==> config.mk <==
export PLATFORM = sky130hd
export DESIGN_NAME = if_fetch_stage
export DESIGN_NICKNAME = d
export VERILOG_FILES = /design/src/rtl/if_fetch_stage.sv
export SDC_FILE = /design/constraint.sdc
export NUM_CORES = 1
export LEC_CHECK = 0
export BUFFER_PORTS_ARGS = -buffer_cell sky130_fd_sc_hd__buf_2
export CAP_MARGIN = 10
export CORE_ASPECT_RATIO = 1.4
export CORE_MARGIN = 10
export CORE_UTILIZATION = 54
export DETAILED_ROUTE_END_ITERATION = 10
export PLACE_DENSITY = 0.78
export SKIP_CTS_REPAIR_TIMING = 1
export SLEW_MARGIN = 40
export SYNTH_ARGS = -nofsm -noshare
export SYNTH_HDL_FRONTEND = slang
export SYNTH_SLANG_ARGS = --single-unit
export TNS_END_PERCENT = 10
==> constraint.sdc <==
create_clock -name clk_i -period 4.15 [get_ports clk_i]
set_input_delay 1.0375 -clock clk_i [delete_from_list [all_inputs] [get_ports clk_i]]
set_output_delay 1.0375 -clock clk_i [all_outputs]
set_load 0.005 [all_outputs]
==> src/rtl/if_fetch_stage.sv <==
// if_fetch_stage
//
// Instruction-fetch stage that sits after the program counter register. It
// keeps at most one instruction-memory request outstanding. Each returned word
// is loaded into the IF/ID register. The stage also drives the PC register's
// write port with either the sequential PC + PC_STEP or a redirect target from
// execute. Stall, flush and the discard of an abandoned in-flight request are
// all handled here.
//
// Ports
//   clk_i          clock, rising edge
//   res_ni         asynchronous active-low reset
//   pc_i           current PC register value
//   pc_write_o     PC register write enable (combinational)
//   pc_next_o      PC register write data (combinational)
//   imem_req_o     instruction memory request
//   imem_addr_o    request address, stable until the transaction completes
//   imem_ready_i   memory completes the request this cycle
//   imem_rdata_i   returned word, valid when imem_req_o && imem_ready_i
//   stall_i        decode cannot consume IF/ID this cycle
//   redirect_i     taken branch/jump: flush and refetch from redirect_pc_i
//   redirect_pc_i  redirect target
//   if_valid_o     IF/ID holds a valid instruction
//   if_pc_o        PC of the IF/ID instruction
//   if_instr_o     IF/ID instruction (NOP_INSTR when invalid or flushed)

module if_fetch_stage #(
    parameter logic [31:0] PC_STEP   = 32'd4,
    parameter logic [31:0] NOP_INSTR = 32'h0000_0013
) (
    input  logic        clk_i,
    input  logic        res_ni,
    input  logic [31:0] pc_i,
    output logic        pc_write_o,
    output logic [31:0] pc_next_o,
    output logic        imem_req_o,
    output logic [31:0] imem_addr_o,
    input  logic        imem_ready_i,
    input  logic [31:0] imem_rdata_i,
    input  logic        stall_i,
    input  logic        redirect_i,
    input  logic [31:0] redirect_pc_i,
    output logic        if_valid_o,
    output logic [31:0] if_pc_o,
    output logic [31:0] if_instr_o
);

    typedef enum logic [1:0] {
        StIdle,
        StReq,
        StBuf,
        StDrop
    } state_e;

    state_e      state_q, state_d;
    logic        pending_q, pending_d;
    logic [31:0] req_addr_q, req_addr_d;
    logic [31:0] skid_pc_q, skid_pc_d;
    logic [31:0] skid_instr_q, skid_instr_d;
    logic        if_valid_q, if_valid_d;
    logic [31:0] if_pc_q, if_pc_d;
    logic [31:0] if_instr_q, if_instr_d;

    logic slot_free;
    logic done;
    logic flush;

    // Request side and PC write port.
    always_comb begin
        slot_free = !if_valid_q || !stall_i;
        // A request that has been seen without ready keeps its latched address.
        imem_addr_o = pending_q ? req_addr_q : pc_i;

        imem_req_o = 1'b0;
        unique case (state_q)
            StIdle: imem_req_o = 1'b0;
            StReq:  imem_req_o = pending_q || slot_free;
            StBuf:  imem_req_o = 1'b0;
            StDrop: imem_req_o = 1'b1;
        endcase

        done  = imem_req_o && imem_ready_i;
        flush = (state_q != StIdle) && redirect_i;

        pc_write_o = 1'b0;
        pc_next_o  = 32'h0;
        if (flush) begin
            // Redirect wins over the sequential increment in the same cycle.
            pc_write_o = 1'b1;
            pc_next_o  = redirect_pc_i;
        end else if ((state_q == StReq) && done) begin
            pc_write_o = 1'b1;
            pc_next_o  = imem_addr_o + PC_STEP;
        end
    end

    // Next-state for the FSM, the outstanding-request tracking, skid and IF/ID.
    always_comb begin
        state_d      = state_q;
        pending_d    = pending_q;
        req_addr_d   = req_addr_q;
        skid_pc_d    = skid_pc_q;
        skid_instr_d = skid_instr_q;
        if_valid_d   = if_valid_q;
        if_pc_d      = if_pc_q;
        if_instr_d   = if_instr_q;

        if (flush) begin
            if_valid_d   = 1'b0;
            if_instr_d   = NOP_INSTR;
            skid_pc_d    = 32'h0;
            skid_instr_d = NOP_INSTR;
            if (imem_req_o && !imem_ready_i) begin
                // The memory still owes us a word for the old path: eat it first.
                state_d    = StDrop;
                pending_d  = 1'b1;
                req_addr_d = imem_addr_o;
            end else begin
                state_d   = StReq;
                pending_d = 1'b0;
            end
        end else begin
            unique case (state_q)
                StIdle: begin
                    state_d = StReq;
                end
                StReq: begin
                    if (done) begin
                        pending_d = 1'b0;
                        if (slot_free) begin
                            if_valid_d = 1'b1;
                            if_pc_d    = imem_addr_o;
                            if_instr_d = imem_rdata_i;
                        end else begin
                            skid_pc_d    = imem_addr_o;
                            skid_instr_d = imem_rdata_i;
                            state_d      = StBuf;
                        end
                    end else begin
                        if (imem_req_o) begin
                            pending_d  = 1'b1;
                            req_addr_d = imem_addr_o;
                        end
                        if (slot_free) begin
                            if_valid_d = 1'b0;
                            if_instr_d = NOP_INSTR;
                        end
                    end
                end
                StBuf: begin
                    if (slot_free) begin
                        if_valid_d = 1'b1;
                        if_pc_d    = skid_pc_q;
                        if_instr_d = skid_instr_q;
                        state_d    = StReq;
                    end
                end
                StDrop: begin
                    if (done) begin
                        pending_d = 1'b0;
                        state_d   = StReq;
                    end
                    if (slot_free) begin
                        if_valid_d = 1'b0;
                        if_instr_d = NOP_INSTR;
                    end
                end
            endcase
        end
    end

    always_ff @(posedge clk_i or negedge res_ni) begin
        if (!res_ni) begin
            state_q      <= StIdle;
            pending_q    <= 1'b0;
            req_addr_q   <= 32'h0;
            skid_pc_q    <= 32'h0;
            skid_instr_q <= NOP_INSTR;
            if_valid_q   <= 1'b0;
            if_pc_q      <= 32'h0;
            if_instr_q   <= NOP_INSTR;
        end else begin
            state_q      <= state_d;
            pending_q    <= pending_d;
            req_addr_q   <= req_addr_d;
            skid_pc_q    <= skid_pc_d;
            skid_instr_q <= skid_instr_d;
            if_valid_q   <= if_valid_d;
            if_pc_q      <= if_pc_d;
            if_instr_q   <= if_instr_d;
        end
    end

    assign if_valid_o = if_valid_q;
    assign if_pc_o    = if_pc_q;
    assign if_instr_o = if_instr_q;

endmodule

### Word level (Yosys, flattened, before mapping)

Cells that the tools add are included.

* bitwise operators: 1
* reductions and logical operators: 24
* add/sub/neg operators: 1
* eq/ne operators: 15
* muxes and demuxes: 47

Operators with widths (number)
* two-way mux 32 bit: 24
* case mux 32 bit (3 select lines): 1
* case mux 32 bit (2 select lines): 1
* adder 32 x 3 -> 32 bit (second input constant): 1
* two-way mux 2 bit: 6
* inequality test 3 bit (second input constant): 4
* two-way mux 1 bit: 11
* nonzero test 2 bit: 5
* AND reduction 3 bit: 3
* inequality test 4 bit (second input constant): 2
* case mux 2 bit (4 select lines): 1
* AND reduction 4 bit: 2
* inequality test 2 x 1 -> 1 bit (second input constant): 3
* inequality test 2 bit (second input constant): 3
* case mux 1 bit (3 select lines): 2
* AND reduction 5 bit: 1
* == test 2 bit (second input constant): 2
* logical AND 1 bit: 4
* nonzero test 4 bit: 1
* logical NOT 1 bit: 3
* nonzero test 3 bit: 1
* == test 2 x 1 -> 1 bit (second input constant): 1
* logical NOT 2 bit: 1
* logical OR 1 bit: 2
* 3 further kinds: 3

* input bits: 101
* flip-flop bits (word level): 164
* output and inout port bits: 131
* word-level logic and storage cells: 96

### Logic depth before layout (Yosys ltp)

* depth after elaboration: 8
* mapped depth: 10
* mapped depth without buffers: 7

### Least setup slack after synthesis

Ideal clock, no wire load.

* path kind: input-to-output
* start: input port pc_i[2]
* end: output port pc_next_o[30]
* cell stages on the path: 7
* required time: 3113 ps
* slack: 413 ps
* data arrival time: 2699 ps
* buffers on the path: 0
* cells stage by stage: mux2i_1 inv_1 ha_1 a21boi_1 nand2_2 or4_1 a32o_1

* longest elaborated chain between the ends: 4

Ends and longest elaborated chain
* start, declared: line 33 `input logic [31:0] pc_i,`
* two-way mux 32 bit: line 72 `imem_addr_o = pending_q ? req_addr_q : pc_i;`
* net imem_addr_o[2]: line 37 `output logic [31:0] imem_addr_o,`
* adder 32 x 3 -> 32 bit: line 93 `pc_next_o = imem_addr_o + PC_STEP;`
* two-way mux 32 bit: line 91 `end else if ((state_q == StReq) && done) begin`
* two-way mux 32 bit: line 87 `if (flush) begin`
* end, declared: line 35 `output logic [31:0] pc_next_o,`

The timed path passes the listed nets, and every way through them passes these cells.

### Worst setup path after layout

* start: register pending_q
* end: output port pc_next_o[31]

* longest elaborated chain between the ends: 6
* elaborated cells on any way between the ends: 8
* those cells by class: add/sub: 1; mux: 4; reduce/logical: 3

Ends and longest elaborated chain
* start, declared: line 56 `logic pending_q, pending_d;`
* start signal, assigned: line 184 `pending_q <= pending_d;`
* branches (longest 4 deep; another with adder 32 x 3 -> 32 bit)
* two-way mux 32 bit (*): line 91
* two-way mux 32 bit (*): line 87

Mark *: on every way between the ends.

==> run metrics <==
status complete, no violations; die footprint 0.02249 mm²; DR pass1 iterations 5; post-route insts no fill 1,499; IO buf count 231; antenna cell count 0; CP Class reg -> out; type of origin of the critical path flop; Total Routing Usage GR 0.2544; Seq/Total Area, Yosys 0.4526; Max transition margin 0.4969; mapped cell area 0.009085 mm²; Final Critical Period 4.093 ns; Leak 5.692 nW; synth warn 0; Clk pwr share 0.169; element type at the critical path end primary output; clk_lat worst skew 0.43 ns; Yosys reg bits 164; largest cells by area after synthesis dfrtp_1 (44%), nand2_1 (8.9%), o21ai_0 (5.0%), a32o_1 (4.7%), nor2_1 (4.4%); Routed wire per std cell 19.26 µm; Hold/Removal Path Class reg -> reg; Async S/R FF share, synth 1.000; final setup margin 0.05654 ns; layout cells sized above 1 0.2593; Initial Util 0.5448; pre-CTS setup slack 0.1593 ns; post-route ant nets 0; routed vias/inst 5.967; Int Power 0.005240 W; Post-Syn Area per Cell 8.467 µm²; hold_sp if_pc_o[25]; data arrival time of the worst path 3.06 ns; achievable frequency 0.2443 GHz; max cap viols 0; Gate Count Post-Synth 1,073; Post-synth top cells nand2_1 (216), dfrtp_1 (158), nor2_1 (107), o21ai_0 (90), a21oi_1 (76); grt total ovfl 0; required time of the critical path 3.11 ns; Worst Tran Pin Value 0.7336 ns; clk_skew 0.006984 ns; DR DRC count 0; routed vias 8,945; Synth cell types 53; Fill cells 1,408; initial drt markers 727; TritonCTS clock tree built; worst-path fanout max 28; die width 129.6 µm; total power 0.009209 W; chip height 173.5 µm; Worst setup startpoint pending_q; Yosys top cell by area dfrtp_1; fin crit share 0.9864; CTS clock-pin slew for the worst setup and hold paths 0.06 ns; first-pass GRT wire length 46.24 mm; routability cong. 0.9256; placed insts 1,463; Final setup viols 0; clk buf depth 2; Finished Cell Area 0.01133 mm²; root buffer cell clkbuf_16; Num CTS Buffers 17; area grow syn2layout 24.76%; Synth top area share 0.4352; Sequential Power Share 0.302; clk sinks 164; Layout Nets 1,391; number of synthesized flops with an enable pin 0; # IOs 232; setup_tns 0 ns; ys flop type dfrtp_1; worst reg2reg startpoint state_q[0]; DP HPWL 20.19 mm; Area after DPL 0.01069 mm²; most common cell in the netlist nand2_1; largest net degree at the start of global routing 86; Gate power share 0.529; Net Sw Frac 0.4310; vias in the first global route 8,899; total core area 0.01668 mm²; Max Slew Vio Count 0; Total Wirelength 28.87 mm; row count 56; Final Hold Vio Count 0; maximum VDD drop 0.4144 mV; sw power 0.003969 W; Post-Syn Nets 1,180; Pwr Density 812.5 mW/mm²; initial antenna violation count 0; H-tree depth 4
per-stage QoR:
step / utilization / hold WS, ns
after detailed placement: 0.6412 / 0.4662
after CTS: 0.6759 / 0.4800
after global routing: 0.6797 / 0.4966
final: 0.6797 / 0.4742
after global placement: 0.6357 / 0.4578
after floorplan: - / 0.4488
cells by family after synthesis:
kind of cell | count (synthesis) | share of synthesized area
mux | 33 | 0.03691
flops | 164 | 0.4526
buf+inv | 126 | 0.05467
compound gates | 342 | 0.2556
simple gates | 392 | 0.1823
xor+xnor | 10 | 0.009640
fa+ha+maj | 6 | 0.008263
power by group through the flow:
stage                     Clock [W]  Sequential, W  Combinational [W]
final                       0.00156        0.00278            0.00487
after global placement            0        0.00277            0.00460
after floorplan                   0        0.00268            0.00304
after global routing        0.00165        0.00286            0.00546
after CTS                   0.00158        0.00278            0.00482
after detailed placement          0        0.00280            0.00480
sequential cells by signal, indices dropped and copies added (netlist names):
register / count
skid_instr_q: 32
if_pc_o: 32
state_q: 2
if_valid_o: 1
pending_q: 1
skid_pc_q: 32
req_addr_q: 32
if_instr_o: 32
path summary, 6_finish.rpt:
| path | to | slack [ns] | depth (start not counted) |
|---|---|---|---|
| setup / recovery | pc_next_o[31] | 0.06 | 7 |
| hold / removal | if_pc_o[25] | 0.47 | 2 |
| min in group asynchronous | skid_instr_q[23] | 0.58 | 1 |
| setup reg to reg | if_instr_o[1] | 1.32 | 9 |
| max in group asynchronous | if_pc_o[3] | 2.58 | 2 |
| hold reg to reg | if_pc_o[25] | 0.47 | 2 |
cells in the final DEF, fill, tap and decap left out, types with 3 or more instances in the layout:
master	n
o31ai_1	42
nor2_1	104
or3_1	3
ha_1	5
nand4b_1	4
buf_4	37
nand3_1	18
nand2b_1	4
buf_2	230
a21o_1	31
nand3b_1	4
a32o_1	43
buf_12	6
buf_6	3
nor3_1	6
clkinv_2	4
a21oi_1	74
o22a_1	4
a211oi_1	3
clkbuf_16	17
clkbuf_8	3
or4_1	10
a31oi_1	5
nand4_1	8
a221oi_1	29
a22o_1	5
o21ai_0	89
dfrtp_1	157
dfstp_2	6
inv_1	38
mux2i_1	31
nand2_1	216
xnor2_1	10
cell type report:
| class | instances | area [µm²] | area share |
|---|---|---|---|
| multi-input cells | 783 | 4577 | 0.4038 |
| repair buffers | 280 | 1668 | 0.1471 |
| well taps | 203 | 254.0 | 0.02241 |
| clock inverters | 9 | 103.9 | 0.009162 |
| flip-flops and latches | 164 | 4115 | 0.3631 |
| clock buffers | 22 | 474.2 | 0.04184 |
| inverters | 38 | 142.6 | 0.01258 |
critical path, cell delays in order (launching register included):
cell      delay, ns
dfrtp_4        0.58
buf_12         0.21
nand4b_1       0.23
a2111o_1       0.47
or3_1          0.35
or4_1          0.41
a32o_1         0.25
buf_2          0.12
metal layers:
layer	up-vias	global-route usage	part of all wire
met4	0	0.08788	0.026
met1	4239	0.3010	0.40
met3	51	0.06734	0.079
li1	4250	-	-
met5	-	0	0
met2	405	0.4318	0.50
Power figures use the tool's default switching activity.
